[config.mk]
export PLATFORM = sky130hd
export DESIGN_NAME = test
export DESIGN_NICKNAME = d
export VERILOG_FILES = /design/src/rtl/test.sv
export SDC_FILE = /design/constraint.sdc
export NUM_CORES = 1
export LEC_CHECK = 0
export CORE_MARGIN = 2
export CORE_UTILIZATION = 40
export DETAILED_ROUTE_END_ITERATION = 16
export PLACE_DENSITY = 0.68
export SLEW_MARGIN = 20
export SYNTH_ARGS = -nofsm -noshare
export SYNTH_HDL_FRONTEND = slang
export SYNTH_SLANG_ARGS = --single-unit
[constraint.sdc]
create_clock -name clk -period 2.2 [get_ports clk]
set_input_delay 0.44 -clock clk [delete_from_list [all_inputs] [get_ports clk]]
set_output_delay 0.44 -clock clk [all_outputs]
set_load 0.01 [all_outputs]
[src/rtl/test.sv]
// Switch-to-LED indicator controller.
//
// Five asynchronous switch inputs are synchronized and decoded to drive four
// registered LEDs in a single clock domain.
//   - a is the master enable.
//   - b and c qualify the next level.
//   - d selects a solid level on l2.
//   - e requests a blinking level on l2. If d and e are both 1, d wins.
//
// Ports:
//   clk     rising-edge system clock
//   rst_n   synchronous, active-low reset; clears all state
//   a..e    asynchronous switch inputs
//   l0      enabled indicator
//   l1      qualified indicator
//   l2      solid/blinking level indicator
//   l3      warning: some switch is active while the controller is disabled
//
// Latency from an input change to the LED is SYNC_STAGES+1 clock edges.
module test #(
  parameter  int SYNC_STAGES = 2,
  parameter  int BLINK_HALF  = 50_000_000,
  localparam int CNT_W       = $clog2(BLINK_HALF + 1)
) (
  input  logic clk,
  input  logic rst_n,
  input  logic a,
  input  logic b,
  input  logic c,
  input  logic d,
  input  logic e,
  output logic l0,
  output logic l1,
  output logic l2,
  output logic l3
);

  localparam logic [CNT_W-1:0] CNT_LAST = CNT_W'(BLINK_HALF - 1);

  // Stage p0: synchronizer chains, one 5-bit lane per stage.
  // Bit order is {e, d, c, b, a}.
  logic [SYNC_STAGES-1:0][4:0] sync_p0;

  always_ff @(posedge clk) begin
    if (!rst_n) begin
      sync_p0 <= '0;
    end else begin
      sync_p0[0] <= {e, d, c, b, a};
      for (int i = 1; i < SYNC_STAGES; i++) begin
        sync_p0[i] <= sync_p0[i-1];
      end
    end
  end

  logic sa, sb, sc, sd, se;
  assign {se, sd, sc, sb, sa} = sync_p0[SYNC_STAGES-1];

  // Decode of the synchronized switch levels.
  logic on0, on1, solid2, blink_mode, on3;
  assign on0        = sa;
  assign on1        = sa & sb & sc;
  assign solid2     = on1 & sd;
  assign blink_mode = on1 & ~sd & se;
  assign on3        = ~sa & (sb | sc | sd | se);

  // Stage p1: blink generator.
  // The next phase is computed combinationally and fed straight into the l2
  // register. As a result, blink entry lights the LED on the same edge that a
  // solid level would, without an extra cycle of delay.
  // blink_prev_p1 detects a fresh entry into blink mode. Every entry
  // restarts the pattern with a full on-phase.
  logic [CNT_W-1:0] cnt_p1, cnt_nxt;
  logic             phase_p1, phase_nxt;
  logic             blink_prev_p1;

  always_comb begin
    cnt_nxt   = cnt_p1;
    phase_nxt = phase_p1;
    if (!blink_mode) begin
      cnt_nxt   = '0;
      phase_nxt = 1'b0;
    end else if (!blink_prev_p1) begin
      cnt_nxt   = '0;
      phase_nxt = 1'b1;
    end else if (cnt_p1 == CNT_LAST) begin
      cnt_nxt   = '0;
      phase_nxt = ~phase_p1;
    end else begin
      cnt_nxt   = cnt_p1 + CNT_W'(1);
    end
  end

  always_ff @(posedge clk) begin
    if (!rst_n) begin
      cnt_p1        <= '0;
      phase_p1      <= 1'b0;
      blink_prev_p1 <= 1'b0;
    end else begin
      cnt_p1        <= cnt_nxt;
      phase_p1      <= phase_nxt;
      blink_prev_p1 <= blink_mode;
    end
  end

  // Stage p2: registered LED outputs.
  always_ff @(posedge clk) begin
    if (!rst_n) begin
      l0 <= 1'b0;
      l1 <= 1'b0;
      l2 <= 1'b0;
      l3 <= 1'b0;
    end else begin
      l0 <= on0;
      l1 <= on1;
      l2 <= solid2 | (blink_mode & phase_nxt);
      l3 <= on3;
    end
  end

endmodule

==> results.json <==
{
  "cts.sinks": 42,
  "synthCells": 186,
  "yosys_most_used_dff": "dfxtp_1",
  "period_share_pct": 85.3,
  "min_path_type": "reg -> reg",
  "wl_per_cell_um": 12.4,
  "htreeDepth": 2,
  "syn_area_sq_mm": 0.00175,
  "p_comb_share_pct": 2.0,
  "nNetsFinal": 212,
  "slew_viol_final": 0,
  "yosysWarnings": 0,
  "diodes": 0,
  "p_leak_uw": 0.000638,
  "path_max_fanout": 14,
  "synth_compound_area_share_pct": 11.2,
  "cp_cell_sequence": "or4b_1 -> or3_4 -> o211ai_4 -> buf_4 -> a21oi_1",
  "maxCapViolations": 0,
  "drtPass1Iterations": 4,
  "grt_pass1_vias": 1236,
  "clockPowerShare_pct": 38.7,
  "synth-xor-area-share_pct": 5.51,
  "synth_fa_ha_area_share_pct": 0.716,
  "criticalPathCategory": "reg -> reg",
  "die_area_sq_mm": 0.00491,
  "cp-start-kind": "register",
  "gr-total-overflow": 0,
  "critPathMaxStageDelay_ns": 0.55,
  "antenna_found_initial": 0,
  "synthMuxAreaShare_pct": 0,
  "grt_pass1_wl_um": 5560,
  "rows": 24,
  "cp-startpoint": "cnt_p1[9]",
  "grt_max_degree": 15,
  "power-per-cell-area_mw_per_mm2": 644,
  "crit_arrival_ns": 2.05,
  "start_util_pct": 40.7,
  "io_pins": 11,
  "netSwitchingFraction_pct": 20.2,
  "area_growth_pct": 16.0,
  "synth-simple-area-share_pct": 31.3,
  "cp_slowest_cell": "or4b_1",
  "synth_top_family_by_area": "simple AND/OR/NAND/NOR gates",
  "syn_avg_cell_area_sq_um": 9.40,
  "die_h_um": 70.1,
  "grt.total_usage_pct": 14.2,
  "internal_power_uw": 1040,
  "synth.distinct_cells": 34,
  "async_flop_share_pct": 0,
  "hold_viol": 0,
  "crit_path_end_kind": "register",
  "io_buffer_count": 10,
  "min_from": "sync_p0[1]",
  "synth_edf_count": 0,
  "path_clk_slew_ns": 0.08,
  "root_buffer": "clkbuf_8",
  "rsz0062_at_grt": "no",
  "p_sw_uw": 264,
  "yosysSeqAreaShare_pct": 48.1,
  "fin_worst_skew_ns": 0.0130,
  "ys_ff_latch": 42,
  "drive_above_1_share_pct": 9.76,
  "worst_pin_slew_ns": 0.415,
  "num_vias": 1372,
  "numCtsBuffers": 5,
  "worstPathRequired_ns": 2.37,
  "drtIter0Drc": 60,
  "r2r-start": "cnt_p1[9]",
  "ctsHoldBuffers": 0,
  "gp_congestion": 0.782,
  "tns_ns": 0,
  "setup_viol": 0,
  "via_per_inst": 5.34,
  "tritoncts": "done",
  "cts_resized": 0,
  "cts.path.max_buffers": 2,
  "fmax_mhz": 533,
  "synth_fp_nets": 194,
  "utilization_pct": 47.2,
  "die_x_um": 70.1,
  "final_antenna_net_count": 0,
  "wirelength_um": 3180,
  "power_frac_seq_pct": 59.3,
  "post-cts-setup-buffers": 0,
  "drc_errors": 0,
  "insertion_delay_ns": 0.29,
  "relSlewSlack_pct": 71.6,
  "dp_hpwl_um": 2300,
  "status": "completed",
  "coreArea_sq_mm": 0.00429,
  "ir_worst_vdd_uv": 352,
  "period_needed_ns": 1.88
}
## placed cells by master (no fill, tap or decap)
master and count:
and4_1 6, a211oi_1 1, or4b_2 1, buf_4 9
nor4b_1 1, and3_1 3, nor4_1 1, nor4bb_1 1
or4_1 8, nor3b_1 2, nand3_1 15, clkinvlp_4 1
a2111oi_0 1, or4b_1 1, o211ai_4 1, nand3b_1 1
nor2_1 14, xnor2_1 1, and3b_1 1, or3_4 1
clkdlybuf4s50_1 10, a21oi_1 13, o21ai_0 5, ha_1 1
inv_1 2, nand4_1 7, dfxtp_1 42, and2_1 13
clkinv_2 1, o31ai_1 8, nand2_1 8, xor2_1 10
or3_1 4, nor3_1 4, clkbuf_8 6, o41ai_1 1
## layout make-up
type	count	area, sq um
Timing Repair Buffer	19	168
Sequential cell	42	841
Clock buffer	6	82.6
Fill cell	429	2270
Multi-Input combinational cell	134	852
Tap cell	52	65.1
Clock inverter	2	12.5
Inverter	2	7.51
## power groups by stage
stage	clock, uW	sequential (uW)	combinational [uW]
floorplan	0	791	9.13
global placement	0	791	26.7
detailed placement	0	791	26.8
CTS	522	773	27.0
global route	560	774	28.6
finish	505	773	26.4
## final timing paths
| check | slack, ns | endpoint | depth (start not counted) |
|---|---|---|---|
| worst max register to register | 0.32 | cnt_p1[13] | 5 |
| worst max-delay path | 0.32 | cnt_p1[13] | 5 |
| worst min register to register | 0.43 | sb | 1 |
| worst min-delay path | 0.43 | sb | 1 |
## metrics by stage
| step | instances | power [uW] | area (sq um) | setup WS, ns | hold WS (ns) |
|---|---|---|---|---|---|
| 6_report | 257 | 1310 | 2030 | 0.324 | 0.428 |
| 5_1_grt | 257 | 1360 | 2030 | 0.167 | 0.444 |
| 4_1_cts | 257 | 1320 | 2030 | 0.320 | 0.431 |
| 3_5_place_dp | 249 | 818 | 1930 | 0.322 | 0.422 |
| 3_3_place_gp | 249 | 818 | 1930 | 0.321 | 0.414 |
| 2_1_floorplan | 186 | 801 | 1750 | 0.360 | 0.404 |
## worst max-delay path, delay by kind of cell, from the launching register on
family          cells  cell delay [ns]
buf+inv             1             0.23
compound gates      2             0.23
flops               1             0.34
simple gates        2             0.98
## state kept, by name, summed over array words and instances (netlist names)
| register | cells |
|---|---|
| l3 | 1 |
| blink_prev_p1 | 1 |
| sb | 1 |
| l0 | 1 |
| cnt_p1 | 26 |
| l2 | 1 |
| sc | 1 |
| se | 1 |
| on0 | 1 |
| phase_p1 | 1 |
| l1 | 1 |
| sd | 1 |
| sync_p0 | 5 |
## layer usage
metal / vias up / wire length, um / global-route usage (%)
met5: - / 0 / 0
met4: 0 / 51 / 5.34
met3: 5 / 114 / 4.76
met2: 14 / 1460 / 21.3
met1: 633 / 1560 / 19.1
li1: 720 / - / -
## Yosys cell counts, types with 2 or more instances
master | instances | area share [%]
and3_1 | 3 | 1.1
buf_2 | 2 | 0.57
o21ai_0 | 5 | 1.4
buf_6 | 2 | 1.3
nand3_1 | 15 | 4.3
nor2_1 | 14 | 3.0
dfxtp_1 | 42 | 48
a21oi_1 | 13 | 3.7
o31ai_1 | 8 | 3.4
nand4_1 | 7 | 2.5
or4_1 | 8 | 3.4
nor3b_1 | 2 | 0.86
nor3_1 | 4 | 1.1
inv_1 | 2 | 0.43
or3_1 | 4 | 1.4
nand2_1 | 8 | 1.7
and2_1 | 13 | 4.7
clkbuf_1 | 4 | 0.86
and4_1 | 6 | 3.0
xor2_1 | 10 | 5.0
## cells by family after synthesis
family,Yosys count
AND/OR/NAND/NOR,92
flip-flops,42
AO/OA/AOI/OAI,30
XOR/XNOR,11
buffers and inverters,10
adder cells (fa/ha/maj),1
Power figures use the tool's default switching activity.
